**src/rtl/otter_csr_intr.sv**
```systemverilog
// Machine-mode CSR file and external-interrupt front end for the OTTER MCU.
// Synchronizes/edge-latches INTR, gates it with MIE/MEIE, and handles trap entry and mret.
module otter_csr_intr (
  input  logic        CLK,
  input  logic        RST,
  input  logic        INTR,
  input  logic [11:0] ADDR,
  input  logic [2:0]  FUNCT3,
  input  logic [31:0] WD,
  input  logic        CSR_WE,
  input  logic        INT_TAKEN,
  input  logic        MRET_EXEC,
  input  logic [31:0] PC,
  output logic [31:0] RD,
  output logic [31:0] CSR_MTVEC,
  output logic [31:0] CSR_MEPC,
  output logic        CS_INTR
);

  localparam logic [11:0] ADDR_MSTATUS = 12'h300;
  localparam logic [11:0] ADDR_MIE     = 12'h304;
  localparam logic [11:0] ADDR_MTVEC   = 12'h305;
  localparam logic [11:0] ADDR_MEPC    = 12'h341;
  localparam logic [11:0] ADDR_MCAUSE  = 12'h342;
  localparam logic [11:0] ADDR_MIP     = 12'h344;

  logic        sync1, sync2, sync3;
  logic        pending;
  logic        intr_edge;
  logic        mstatus_mie, mstatus_mpie;
  logic        mie_meie;
  logic [29:0] mtvec_q;
  logic [29:0] mepc_q;
  logic [31:0] mcause_q;
  logic [31:0] rd_val;
  logic [31:0] wval;
  logic        wr_en;

  // The low two PC bits never reach mepc (word-aligned return address).
  logic unused_ok;
  assign unused_ok = &{1'b0, PC[1:0]};

  assign intr_edge = sync2 & ~sync3;
  assign CS_INTR   = pending & mstatus_mie & mie_meie;
  assign CSR_MTVEC = {mtvec_q, 2'b00};
  assign CSR_MEPC  = {mepc_q, 2'b00};
  assign RD        = rd_val;

  always_comb begin
    rd_val = 32'h0;
    case (ADDR)
      ADDR_MSTATUS: rd_val = {24'h0, mstatus_mpie, 3'b000, mstatus_mie, 3'b000};
      ADDR_MIE:     rd_val = {20'h0, mie_meie, 11'h0};
      ADDR_MTVEC:   rd_val = {mtvec_q, 2'b00};
      ADDR_MEPC:    rd_val = {mepc_q, 2'b00};
      ADDR_MCAUSE:  rd_val = mcause_q;
      ADDR_MIP:     rd_val = {20'h0, pending, 11'h0};
      default:      rd_val = 32'h0;
    endcase
  end

  // Read-modify-write operand; masks are applied when the field is stored.
  always_comb begin
    wval  = 32'h0;
    wr_en = 1'b0;
    case (FUNCT3)
      3'b001: begin wval = WD;              wr_en = CSR_WE; end
      3'b010: begin wval = rd_val | WD;     wr_en = CSR_WE; end
      3'b011: begin wval = rd_val & ~WD;    wr_en = CSR_WE; end
      default: begin wval = 32'h0;          wr_en = 1'b0;   end
    endcase
  end

  always_ff @(posedge CLK) begin
    if (RST) begin
      sync1        <= 1'b0;
      sync2        <= 1'b0;
      sync3        <= 1'b0;
      pending      <= 1'b0;
      mstatus_mie  <= 1'b0;
      mstatus_mpie <= 1'b0;
      mie_meie     <= 1'b0;
      mtvec_q      <= 30'h0;
      mepc_q       <= 30'h0;
      mcause_q     <= 32'h0;
    end else begin
      sync1   <= INTR;
      sync2   <= sync1;
      sync3   <= sync2;
      // A fresh edge wins over the trap-entry clear so no request is lost.
      pending <= intr_edge | (pending & ~INT_TAKEN);
      if (INT_TAKEN) begin
        mepc_q       <= PC[31:2];
        mcause_q     <= 32'h8000_000B;
        mstatus_mpie <= mstatus_mie;
        mstatus_mie  <= 1'b0;
      end else if (wr_en) begin
        case (ADDR)
          ADDR_MSTATUS: begin
            mstatus_mie  <= wval[3];
            mstatus_mpie <= wval[7];
          end
          ADDR_MIE:    mie_meie <= wval[11];
          ADDR_MTVEC:  mtvec_q  <= wval[31:2];
          ADDR_MEPC:   mepc_q   <= wval[31:2];
          ADDR_MCAUSE: mcause_q <= wval;
          default: ;
        endcase
      end else if (MRET_EXEC) begin
        mstatus_mie  <= mstatus_mpie;
        mstatus_mpie <= 1'b1;
      end
    end
  end

endmodule

```
**config.mk**
```make
export PLATFORM = sky130hd
export DESIGN_NAME = otter_csr_intr
export DESIGN_NICKNAME = d
export VERILOG_FILES = /design/src/rtl/otter_csr_intr.sv
export SDC_FILE = /design/constraint.sdc
export NUM_CORES = 1
export LEC_CHECK = 0
export CAP_MARGIN = 25
export CORE_ASPECT_RATIO = 2
export CORE_MARGIN = 2
export CORE_UTILIZATION = 51
export CTS_CLUSTER_DIAMETER = 80
export DETAILED_ROUTE_END_ITERATION = 10
export MAX_ROUTING_LAYER = met4
export PLACE_DENSITY_LB_ADDON = 0.08
export SLEW_MARGIN = 20
export SYNTH_ARGS = -nofsm -noshare
export SYNTH_HDL_FRONTEND = slang
export SYNTH_SLANG_ARGS = --single-unit
```
**constraint.sdc**
```tcl
create_clock -name CLK -period 4.35 [get_ports CLK]
set_input_delay 0.87 -clock CLK [delete_from_list [all_inputs] [get_ports CLK]]
set_output_delay 0.87 -clock CLK [all_outputs]
set_load 0.01 [all_outputs]
```
After elaboration in Yosys (flattened, before gate mapping)

Index checks and enable logic that the tools add are counted.

Word-level logic and storage cells: 62
Input bits: 85
Flip-flop bits (word level): 99
Output and inout bits: 97

Reductions and logical operators: 14
Bitwise gates (word level): 10
Muxes and demuxes: 16
Equal/unequal tests: 11

Operators by type and width:

| cell                                                   | count |
|---|---|
| case mux 32 bit (6 select lines)                       | 1 |
| 2-to-1 mux 32 bit                                      | 3 |
| case mux 32 bit (3 select lines)                       | 1 |
| 2-to-1 mux 30 bit                                      | 3 |
| equality test 12 x 10 -> 1 bit (second input constant) | 6 |
| AND 32 bit                                             | 1 |
| inverter 32 bit                                        | 1 |
| bitwise OR 32 bit                                      | 1 |
| AND reduction 2 bit                                    | 5 |
| 2-to-1 mux 1 bit                                       | 8 |
| nonzero test 2 bit                                     | 4 |
| equality test 3 x 2 -> 1 bit (second input constant)   | 2 |
| AND reduction 3 bit                                    | 2 |
| AND 1 bit                                              | 4 |
| equality test 3 x 1 -> 1 bit (second input constant)   | 1 |
| inequality test 3 x 2 -> 1 bit (second input constant) | 1 |
| nonzero test 3 bit                                     | 1 |
| OR reduction 3 bit                                     | 1 |
| inequality test 2 x 1 -> 1 bit (second input constant) | 1 |
| inverter 1 bit                                         | 2 |
| OR reduction 2 bit                                     | 1 |
| bitwise OR 1 bit                                       | 1 |

Depth between registers and ports, before layout

Gate-level depths: netlist of the first run.

Word-level depth: 7
Gate-level depth with buffers: 9
Gate-level depth less buffers: 5

Worst setup path before layout of the first run

Ideal clock, no wire load.

Path kind: input -> output
Start: input ADDR[5]
End: output RD[16]
Arrival: 2.597 ns
Path buffers: 3
Slack: 0.883 ns
Stages on the path: 6
Path through: or4_1 buf_2 nor4b_4 buf_2 clkbuf_1 a22o_1

Longest elaborated chain between the ends: 2
Elaborated cells on any way between the ends: 7

RTL lines:

| element                            | line | text |
|---|---|---|
| start: declaration                 | 7    | `input logic [11:0] ADDR,` |
| equality test 12 x 10 -> 1 bit     | 51   | `case (ADDR)` |
| case mux 32 bit (6 select lines) * | 51   |  |
| end: declaration                   | 14   | `output logic [31:0] RD,` |

Every way passes the cells marked *; elsewhere a longest branch is shown, timed or not.

Worst setup path in the final report of the first run

Start: input ADDR[5]
End: output RD[20]

The elaborated chain is that of the path after synthesis.

==> impl_metrics.yaml, run 1 <==
status:
  status: "completed"
timing:
  maxSlewViolCount: 0
  finalCriticalPeriod_ps: 4250
  clock.fmax_mhz: 235
  setup_slack_ps: 100
  relSlewSlack_pct: 33.1
  setup_viol_count_final: 0
  tightest_slew_ps: 1000
  fin_skew_ps: 11.1
  finalHoldViolCount: 0
  rsz0062_at_grt: "no"
  fin_crit_sh_pct: 97.7
  fin_setup_tns_ps: 0
drt:
  avgViaCountPerCell: 6.79
  vias: 6468
  first_iter_violations: 661
  ant_nets: 0
  totalWireLength_um: 21000
  wl_per_cell_um: 22.1
  drc: 0
  detail_route.first_pass.iterations: 5
logic_synthesis:
  synth_seq_area_share_pct: 35.1
  synthDistinctLibCells: 58
  synth_ff_type: "dfxtp_1"
  synth-edff-count: 0
  synth_area_mm2: 0.00565
  syn_area_per_cell_um2: 8.57
  ys_seq_elements: 99
  ys_warn_count: 0
  synth.top_cell.area_share_pct: 35.1
  synth_top_area_cell: "dfxtp_1"
  syn-instance-count: 659
  async_flop_share_pct: 0
  synth_area_leaders: "dfxtp_1, a211oi_1, a22o_1"
worst_setup_path:
  arrival_ps: 3380
  path_class: "in2out"
  crit_slowest_cell: "or4_1"
  cp_max_fo: 24
  cp_top_family: "buffers and inverters"
  worst_setup_path_end_kind: "primary output"
  crit_required_ps: 3480
  cp_num_buf_inv: 3
  path_cells: "clkdlybuf4s50_1, or4_1, nor4_4, buf_4, a22o_1, clkdlybuf4s50_1"
  cp-start-kind: "input pin"
  cpPeakStageDelay_ps: 660
  cp_common_cell: "clkdlybuf4s50_1"
clock_tree:
  cts_num_sinks: 99
  cts_resized: 0
  cts_max_path_buffers: 2
  cts_setup_buffers: 0
  numCtsBuffers: 9
  clock_latency_ps: 340
  cts_root_buf: "clkbuf_16"
  cts_hold_buf: 0
  cts_tree: "built"
  cts.clk_slew.worst_paths_ps: 70
  ctsHtreeMaxLevel: 3
hold_path:
  hold_path_class: "reg2reg"
job:
  cap_violations: 0
global_routing:
  track_usage_pct: 35.3
  grt_max_degree: 53
  grt_pass1_vias: 6475
  antenna_found_initial: 0
  grt-ovfl-total: 0
  grt_pass1_wl_um: 33000
floorplanning:
  core-area_mm2: 0.0109
  die_w_um: 78.4
  die_h_um: 153
  io-pin-count: 182
  initial_core_util_pct: 51.9
  num_rows: 54
  dieArea_mm2: 0.0120
power_and_ir_drop:
  p_leak_nw: 2.57
  powerDensity_mw_per_mm2: 263
  max-vdd-ir-drop_mv: 0.190
place:
  post-place-ws_ps: 129
  globalplace.congestion: 0.966
  portBuffers: 175
  hpwlAfterDp_um: 14800
cells_and_area:
  multiInputGateArea_mm2: 0.00331
  diodes: 0
  area_delta_synth_final_pct: 38.5
  mostFrequentLayoutCells: "clkdlybuf4s50_1, dfxtp_1, nor2_1, a211oi_1, nand2_1"
  fillerInstances: 882
  final_common_cell: "clkdlybuf4s50_1"
  regArea_mm2: 0.00198
  drive_gt1_share_pct: 10.1
  fin_nets: 892
-- kinds of logic after synthesis --
kind of cell	synth area share [%]
AO/OA/AOI/OAI	36.3
XOR/XNOR	0.310
buffers and inverters	7.04
flip-flops	35.1
multiplexers	0.354
other	0.0664
AND/OR/NAND/NOR	20.8
-- registers in the layout (all words and copies together) (netlist names) --
signal / count
sync1: 1
mtvec_q: 30
mstatus_mie: 1
sync3: 1
mcause_q: 32
sync2: 1
pending: 1
mepc_q: 30
mie_meie: 1
mstatus_mpie: 1
-- synthesized netlist by cell type (all sizes together) (3+ instances only) --
master	n
clkbuf	48
nand3	4
a221o	16
nor4bb	3
o31ai	10
buf	29
or4b	12
nor3	5
nand2	40
nor4	7
a2111oi	4
inv	6
nor2b	10
o221ai	18
a221oi	3
o2bb2ai	15
o21ai	7
a21oi	23
a211oi	71
o22ai	4
a22o	33
nor2	76
a32oi	18
nand2b	11
dfxtp	99
a22oi	22
nand4b	11
nor3b	9
and3	10
a31oi	9
and2	5
-- worst paths after layout --
path | start | to | slack (ps) | cells past startpoint
min reg2reg | sync1 | sync2 | 460 | 1
min | sync1 | sync2 | 460 | 1
max reg2reg | mstatus_mpie | mtvec_q[5] | 2180 | 5
max | ADDR[5] | RD[20] | 100 | 6
-- stage by stage --
step                area (um^2)  hold slack, ps  util [%]  power [W]  std cells
detailed placement         7540             457      69.3    0.00130        936
CTS                        7830             468      71.9    0.00205        952
finish                     7830             461      71.9    0.00205        952
global placement           7540             432      69.3    0.00129        936
global route               7830             478      71.9    0.00213        952
floorplan                  5660             414         -    0.00112        662
-- layout make-up --
cell class                      count  area share (%)
Multi-Input combinational cell    479            42.2
Timing Repair Buffer              211            26.2
Sequential cell                    99            25.3
Clock buffer                        9            2.88
Tap cell                          140            2.24
Clock inverter                      7           0.783
Inverter                            7           0.336
-- metal layers --
metal | global-route usage, % | wire (um) | up-vias
li1 | - | - | 2873
met1 | 37.6 | 7440 | 3088
met2 | 61.6 | 11000 | 411
met3 | 5.55 | 1560 | 96
met4 | 18.5 | 1020 | 0
met5 | - | 0 | -
-- report_power, final --
part	internal [W]	switching (W)
sequential	0.000928	0.0000182
combinational	0.000163	0.000174
clock	0.000399	0.000372
Power figures use the tool's default switching activity.
==> run 2: changes to the inputs <==
- CAP_MARGIN: 25 -> unset
==> results of run 2 <==
The final DEF is identical to that of run 1; final timing and power are the same.
==> run 3: changes to the inputs <==
- CORE_MARGIN: 2 -> 3
- SKIP_LAST_GASP: unset -> 1
==> run 3 against run 2 <==
Sequential power barely moved. Fmax decreased by 0.47%. Non-clock buffer count shrank 7. Setup slack got worse by 20 ps. Highest routed layer unchanged.
==> impl_metrics.yaml, run 3 (same netlist as run 1, synthesis figures left out) <==
worst_setup_path:
  crit_required_ps: 3480
  cp_max_fo: 23
  worst_setup_path_end_kind: "primary output"
  path_class: "in2out"
  cp-start-kind: "input pin"
  arrival_ps: 3400
  worstRegToRegCells: 5
status:
  status: "completed"
timing:
  relSlewSlack_pct: 39.5
  maxSlewViolCount: 0
  clock.fmax_mhz: 234
  fin_crit_sh_pct: 98.2
  fin_skew_ps: 6.82
  setup_slack_ps: 80.1
  finalCriticalPeriod_ps: 4270
  tightest_slew_ps: 903
  rsz0062_at_grt: "no"
  finalHoldViolCount: 0
  fin_setup_tns_ps: 0
  setup_viol_count_final: 0
cells_and_area:
  diodes: 0
  largest_reg_flops: 32
  drive_gt1_share_pct: 9.32
  final_common_cell: "clkdlybuf4s50_1"
  fin_nets: 885
  reg_top3: "mcause_q (32), mepc_q (30), mtvec_q (30)"
  area_delta_synth_final_pct: 38.5
  mostFrequentLayoutCells: "clkdlybuf4s50_1, dfxtp_1, nor2_1, a211oi_1, nand2_1"
  largest_register: "mcause_q"
global_routing:
  grt_max_degree: 81
  track_usage_pct: 33.6
  grt_pass1_wl_um: 32200
  antenna_found_initial: 0
  grt-ovfl-total: 0
  grt_pass1_vias: 6409
drt:
  detail_route.first_pass.iterations: 6
  totalWireLength_um: 20500
  wl_met1_um: 7400
  wl_met2_um: 11000
  met3_wirelength_um: 1310
  wl_per_cell_um: 21.8
  vias: 6252
  avgViaCountPerCell: 6.64
  ant_nets: 0
  first_iter_violations: 413
  topRoutingLayerUsed: "met4"
  drc: 0
clock_tree:
  cts_num_sinks: 99
  ctsHtreeMaxLevel: 3
  numCtsBuffers: 9
  cts_setup_buffers: 0
  cts_root_buf: "clkbuf_16"
  cts_max_path_buffers: 2
  clock_latency_ps: 350
  cts_hold_buf: 0
  cts_tree: "built"
  cts_resized: 0
  cts.clk_slew.worst_paths_ps: 70
place:
  globalplace.congestion: 0.885
  portBuffers: 175
  post-place-ws_ps: 83.4
  hpwlAfterDp_um: 14200
power_and_ir_drop:
  p_leak_nw: 2.56
  max-vdd-ir-drop_mv: 0.192
  powerDensity_mw_per_mm2: 276
floorplanning:
  die_h_um: 155
  die_w_um: 80.4
  num_rows: 53
  io-pin-count: 182
  dieArea_mm2: 0.0124
  initial_core_util_pct: 52.9
  core-area_mm2: 0.0107
job:
  cap_violations: 0
hold_path:
  hold_depth: 1
  hold_path_class: "reg2reg"
-- run 3: worst paths after layout --
kind / to / slack [ps] / startpoint
min: sync3 / 470 / sync2
max reg2reg: mtvec_q[5] / 2320 / mstatus_mpie
min reg2reg: sync3 / 470 / sync2
max: RD[5] / 80 / ADDR[5]
-- run 3: metrics by stage --
stage / instances / cell area [um^2] / util, % / power [W] / hold slack (ps)
after floorplan: 662 / 5660 / - / 0.00112 / 414
after global placement: 926 / 7500 / 70.2 / 0.00128 / 454
after detailed placement: 926 / 7500 / 70.2 / 0.00129 / 464
after CTS: 942 / 7830 / 73.3 / 0.00216 / 474
after global routing: 942 / 7830 / 73.3 / 0.00222 / 488
final: 942 / 7830 / 73.3 / 0.00216 / 467
-- run 3: final cells by class --
cell class | count | area [um^2]
Multi-Input combinational cell | 479 | 3310
Tap cell | 137 | 171
Fill cell | 862 | 2850
Clock inverter | 5 | 85.1
Clock buffer | 11 | 243
Inverter | 7 | 26.3
Timing Repair Buffer | 204 | 2010
Sequential cell | 99 | 1980
-- run 3: where the power goes --
| part | switching [W] | internal (W) | leakage, nW |
|---|---|---|---|
| registers | 0.0000187 | 0.000928 | 0.806 |
| clock network | 0.000360 | 0.000524 | 0.162 |
| logic | 0.000170 | 0.000161 | 1.59 |
-- run 3: layer usage --
layer	up-vias	track usage, %
met4	0	16.7
met2	331	59.5
met3	76	5.30
li1	2861	-
met1	2984	35.2
met5	-	-
-- run 3: worst max-delay path, stage by stage --
cell and delay, ps:
clkdlybuf4s50_1 410, or4_1 650, nor4_4 330, buf_4 350, a22o_1 220, clkdlybuf4s50_1 540
==> patch 1: new RTL, flow settings as in run 2 <==
Put a register stage on the output `CSR_MTVEC`, with the module's reset. The value now appears one clock later. The other outputs are not delayed to match.
--- a/src/rtl/otter_csr_intr.sv
+++ b/src/rtl/otter_csr_intr.sv
@@ -44,3 +44,9 @@
   assign CS_INTR   = pending & mstatus_mie & mie_meie;
-  assign CSR_MTVEC = {mtvec_q, 2'b00};
+  always_ff @(posedge CLK) begin
+    if (RST) begin
+      CSR_MTVEC <= '0;
+    end else begin
+      CSR_MTVEC <= {mtvec_q, 2'b00};
+    end
+  end
   assign CSR_MEPC  = {mepc_q, 2'b00};
Behaviour: not the same (a bounded check fails within 4 cycles, from zero or initial values and one cycle with RST high).
==> patch 1 against run 2 <==
  * Hold slack improved by 4.7 ps
  * Final cell count decreased by 1.5%
  * Routed wire length shrank 5.5%
  * Power increased by 44%
  * Sequential cell count increased by 30
  * Design area grew 4.5%
  * Utilization is 3.2 points higher
  * First-iteration DRC count decreased by 23%
  * Clock power up 85%
  * Critical endpoint is now RD[3]
  * Worst setup slack worse by 61 ps
  * Synthesized area increased by 0.38%
  * Die area is 0.36% higher
  * Highest routed layer unchanged
==> patch 1: results <==
<?xml version="1.0" encoding="UTF-8"?>
<metrics>
  <group name="setup_path">
    <metric name="worst_reg2reg_endpoint" unit="">mtvec_q[1]$_SDFFE_PP0P_</metric>
    <metric name="worst-r2r-setup-slack" unit="ps">2660</metric>
    <metric name="worstReg2RegStart" unit="">mstatus_mie$_SDFFE_PP0P_</metric>
  </group>
  <group name="pwr">
    <metric name="p_leak" unit="nW">2.69</metric>
    <metric name="vdd_drop_max" unit="mV">0.303</metric>
  </group>
  <group name="timing">
    <metric name="final-hold-violation-count" unit="">0</metric>
    <metric name="max_slew_margin" unit="">0.520</metric>
    <metric name="finClkSkew" unit="ps">8.10</metric>
  </group>
  <group name="route">
    <metric name="totalWireLength" unit="um">19900</metric>
    <metric name="first_iter_violations" unit="">508</metric>
    <metric name="routed-via-count" unit="">5975</metric>
  </group>
  <group name="synthesis">
    <metric name="number_of_library_cell_types_mapped_by_synthesis" unit="">55</metric>
    <metric name="synth-adder-area-share" unit="">0</metric>
    <metric name="synth_xor_area_frac" unit="">0.00154</metric>
    <metric name="synth_top_area_frac" unit="">0.456</metric>
    <metric name="muxShareOfSynthArea" unit="">0.00353</metric>
    <metric name="synth.top_cells.by_count" unit="">dfxtp_1 (129), a22oi_1 (82), a211oi_1 (64), nor2_1 (64), clkbuf_1 (52)</metric>
    <metric name="synth_compound_area_frac" unit="">0.329</metric>
    <metric name="synth_seq_area_share" unit="">0.456</metric>
    <metric name="ys_top_cells_by_area" unit="">dfxtp_1 (46%), a22oi_1 (11%), a211oi_1 (8.5%), nor2b_1 (4.4%), nor2_1 (4.2%)</metric>
  </group>
  <group name="cts">
    <metric name="worst_setup_hold_path_clk_slew" unit="ps">50</metric>
    <metric name="clk-insertion-delay-late" unit="ps">410</metric>
    <metric name="number_of_cts_inserted_buffers" unit="">17</metric>
    <metric name="cts_htree_levels" unit="">4</metric>
  </group>
  <group name="final_layout">
    <metric name="filler_cell_count_in_the_final_layout" unit="">821</metric>
    <metric name="nNetsFinal" unit="">871</metric>
    <metric name="ratio_of_cells_with_drive_above_1_in_the_final_layout" unit="">0.0852</metric>
  </group>
  <group name="global_route">
    <metric name="pin_count_of_the_biggest_net_entering_global_routing" unit="">62</metric>
    <metric name="grt_pass1_vias" unit="">6057</metric>
    <metric name="grt_first_pass_wirelength" unit="um">30800</metric>
    <metric name="track_usage" unit="">0.336</metric>
  </group>
  <group name="place">
    <metric name="post-dp-hpwl" unit="um">13100</metric>
    <metric name="preCtsSetupSlack" unit="ps">83.5</metric>
    <metric name="globalplace.congestion" unit="">0.990</metric>
  </group>
  <group name="run_status">
    <metric name="run_status" unit="">finished, final reports clean</metric>
  </group>
</metrics>
==> patch 1: power breakdown <==
| group | leakage, nW | switching (mW) | internal (mW) |
|---|---|---|---|
| clock network | 0.274 | 0.531 | 0.897 |
| registers | 1.05 | 0.0191 | 1.20 |
| logic | 1.37 | 0.154 | 0.144 |
| total | 2.69 | 0.704 | 2.24 |
==> patch 1: kinds of logic (layout without fill, tap and decap cells) <==
logic type | count (synthesis) | after routing
flops | 129 | 129
compound gates | 264 | 264
buf+inv | 76 | 239
simple gates | 159 | 159
xor+xnor | 1 | 1
other cells | 1 | 4
mux | 2 | 2
==> patch 1: area by class of cell <==
class	instances	area (um^2)	share of cell area
Multi-Input combinational cell	430	2820	0.345
Sequential cell	129	2580	0.316
Clock inverter	13	164	0.0200
Clock buffer	18	429	0.0525
Timing Repair Buffer	200	1970	0.241
Inverter	8	30.0	0.00367
Tap cell	140	175	0.0214
==> patch 1: per-stage QoR <==
stage / utilization / area [um^2] / total power, mW / cells / hold WS (ps)
finish: 0.752 / 8180 / 2.95 / 938 / 465
global placement: 0.697 / 7580 / 1.53 / 907 / 444
global route: 0.752 / 8180 / 3.04 / 938 / 473
floorplan: - / 5680 / 1.37 / 635 / 414
detailed placement: 0.697 / 7580 / 1.54 / 907 / 443
CTS: 0.752 / 8180 / 2.95 / 938 / 463
==> patch 1: metal layers <==
| layer | up-vias | track usage | part of all wire |
|---|---|---|---|
| li1 | 2695 | - | - |
| met1 | 2860 | 0.357 | 0.36 |
| met2 | 353 | 0.581 | 0.53 |
| met3 | 67 | 0.0537 | 0.072 |
| met4 | 0 | 0.185 | 0.042 |
| met5 | - | - | 0 |
==> patch 1: how the worst max path moves through the flow <==
| stage | to | cells past startpoint | slack, ps | start |
|---|---|---|---|---|
| after floorplan | RD[14] | 5 | 1130 | ADDR[5] |
| after global placement | RD[3] | 5 | 110 | ADDR[5] |
| after detailed placement | RD[3] | 5 | 80 | ADDR[5] |
| after CTS | RD[3] | 5 | 80 | ADDR[5] |
| after global routing | RD[3] | 5 | 10 | ADDR[5] |
| final | RD[3] | 5 | 40 | ADDR[5] |
==> patch 1: worst max-delay path, stage by stage <==
cell and delay (ps):
clkdlybuf4s50_1 430, or4_1 690, or3_1 410, o32ai_1 420, clkdlybuf4s50_1 610
==> patch 2: new RTL, config.mk and constraints of run 2 <==
Without the edit above. Register the input `WD` before use, cleared by the reset. The logic sees it one clock later. The other inputs are not delayed to match.
--- a/src/rtl/otter_csr_intr.sv
+++ b/src/rtl/otter_csr_intr.sv
@@ -25,2 +25,12 @@
   localparam logic [11:0] ADDR_MIP     = 12'h344;
+
+  logic [31:0] WD_q;
+
+  always_ff @(posedge CLK) begin
+    if (RST) begin
+      WD_q <= '0;
+    end else begin
+      WD_q <= WD;
+    end
+  end
 
@@ -66,5 +76,5 @@
     case (FUNCT3)
-      3'b001: begin wval = WD;              wr_en = CSR_WE; end
-      3'b010: begin wval = rd_val | WD;     wr_en = CSR_WE; end
-      3'b011: begin wval = rd_val & ~WD;    wr_en = CSR_WE; end
+      3'b001: begin wval = WD_q;              wr_en = CSR_WE; end
+      3'b010: begin wval = rd_val | WD_q;     wr_en = CSR_WE; end
+      3'b011: begin wval = rd_val & ~WD_q;    wr_en = CSR_WE; end
       default: begin wval = 32'h0;          wr_en = 1'b0;   end
Function: changed (a bounded check fails within 4 cycles, from zero or initial values and one cycle with RST high).
==> patch 2 against run 2 <==
  * Power up 46%
  * Largest power group is now the clock network
  * Register-to-register slack gained 580 ps
  * Synthesized area is 13% higher
  * Critical path depth rose by 3
  * Design area up 14%
  * Clock power grew 84%
  * Worst setup slack gained 130 ps
  * Sequential cell count increased by 32
  * Routed wire length is 11% higher
==> patch 2: results <==
<?xml version="1.0" encoding="UTF-8"?>
<metrics>
  <group name="pwr">
    <metric name="vdd_drop_max" unit="mV">0.305</metric>
    <metric name="p_leak" unit="nW">3.25</metric>
  </group>
  <group name="final_layout">
    <metric name="synthToLayoutAreaGrowth" unit="%">39.8</metric>
    <metric name="layout_top_registers" unit="">WD_q: 32 flops, mcause_q: 32 flops</metric>
    <metric name="ratio_of_cells_with_drive_above_1_in_the_final_layout" unit="">0.119</metric>
    <metric name="filler_cell_count_in_the_final_layout" unit="">940</metric>
  </group>
  <group name="synthesis">
    <metric name="ys_top_cells_by_area" unit="">dfxtp_1 (41%), a22oi_1 (4.9%), a21oi_1 (4.6%), nor2b_1 (3.7%), o21ai_1 (3.7%)</metric>
    <metric name="synth_top_area_frac" unit="">0.410</metric>
    <metric name="syn_area_per_cell" unit="um^2">8.73</metric>
    <metric name="number_of_library_cell_types_mapped_by_synthesis" unit="">69</metric>
    <metric name="synth.top_cells.by_count" unit="">dfxtp_1 (131), a21oi_1 (59), o21ai_1 (47)</metric>
  </group>
  <group name="place">
    <metric name="preCtsSetupSlack" unit="ps">276</metric>
    <metric name="placed_area" unit="mm^2">0.00835</metric>
    <metric name="globalplace.congestion" unit="">0.964</metric>
    <metric name="post-dp-hpwl" unit="um">15700</metric>
    <metric name="post-place-cells" unit="">1030</metric>
  </group>
  <group name="setup_path">
    <metric name="worst_reg2reg_endpoint" unit="">mepc_q[1]$_SDFFE_PP0P_</metric>
    <metric name="worst_ep_arrival_time" unit="ps">3250</metric>
    <metric name="worst_path_max_delay_cell" unit="">clkdlybuf4s50_1</metric>
    <metric name="worstPathMaxFanout" unit="">30</metric>
    <metric name="worst-r2r-cell-count" unit="">6</metric>
    <metric name="worstReg2RegStart" unit="">mtvec_q[1]$_SDFFE_PP0P_</metric>
    <metric name="worst-r2r-setup-slack" unit="ps">2760</metric>
    <metric name="max_stage_delay" unit="ps">540</metric>
  </group>
  <group name="route">
    <metric name="post_drt_wl_per_cell" unit="um">22.0</metric>
    <metric name="routed-via-count" unit="">6860</metric>
    <metric name="first_iter_violations" unit="">629</metric>
    <metric name="first_pass_iters" unit="">8</metric>
  </group>
  <group name="timing">
    <metric name="max_slew_margin" unit="">0.295</metric>
    <metric name="final.hold.worst_slack" unit="ps">442</metric>
    <metric name="finClkSkew" unit="ps">9.89</metric>
  </group>
  <group name="global_route">
    <metric name="track_usage" unit="">0.355</metric>
    <metric name="grt_first_pass_wirelength" unit="um">37000</metric>
  </group>
  <group name="cts">
    <metric name="cts_htree_levels" unit="">4</metric>
    <metric name="number_of_cts_inserted_buffers" unit="">17</metric>
    <metric name="clk-insertion-delay-late" unit="ps">420</metric>
  </group>
  <group name="run_status">
    <metric name="run_status" unit="">finished, final reports clean</metric>
  </group>
  <group name="hold_path">
    <metric name="worstHoldStart" unit="">sync1$_SDFF_PP0_</metric>
  </group>
</metrics>
[patch 2: changes by cell type after synthesis, sizes merged, moves of 28 or more]
cell,before,now
nor2,76,42
a21oi,23,59
dfxtp,99,131
a211oi,71,19
o21ai,7,65
nand3,4,40
nor2b,10,38
[patch 2: power by group through the flow]
| stage | combinational (mW) | sequential [mW] | clock [mW] |
|---|---|---|---|
| after detailed placement | 0.299 | 1.29 | 0 |
| after CTS | 0.301 | 1.27 | 1.42 |
| final | 0.303 | 1.27 | 1.42 |
| after global placement | 0.293 | 1.29 | 0 |
| after global routing | 0.322 | 1.27 | 1.48 |
| after floorplan | 0.130 | 1.29 | 0 |
[patch 2: logic make-up (layout without fill, tap and decap cells)]
group,after synthesis,in the layout,synth area share
compound gates,261,261,0.287
simple gates,253,253,0.233
buf+inv,79,259,0.0581
xor+xnor,3,3,0.00411
other cells,1,4,0.000587
flops,131,131,0.410
mux,4,4,0.00646
[patch 2: cell type report]
cell class                 count  share of cell area
clock buffer                  18              0.0480
clock inverter                14              0.0171
inverter                      16             0.00672
multi-input combinational    525               0.383
sequential                   131               0.294
tap                          147              0.0206
timing repair buffer         211               0.231
[patch 2: worst max path at each step]
stage,from,end,slack [ps]
finish,ADDR[8],RD[7],230
global placement,ADDR[8],RD[7],300
floorplan,ADDR[0],RD[20],1180
CTS,ADDR[8],RD[7],250
detailed placement,ADDR[8],RD[7],280
global route,ADDR[2],RD[11],110
[patch 2: metal layers]
layer,share of wire,track usage,up-vias
li1,-,-,3078
met1,0.35,0.368,3261
met2,0.53,0.628,437
met3,0.074,0.0615,84
met4,0.043,0.197,0
met5,0,-,-
[patch 2: worst max-delay path: cells and delay by family]
family | cells | cell delay, ps
compound gates | 2 | 210
buf+inv | 4 | 1460
simple gates | 3 | 680
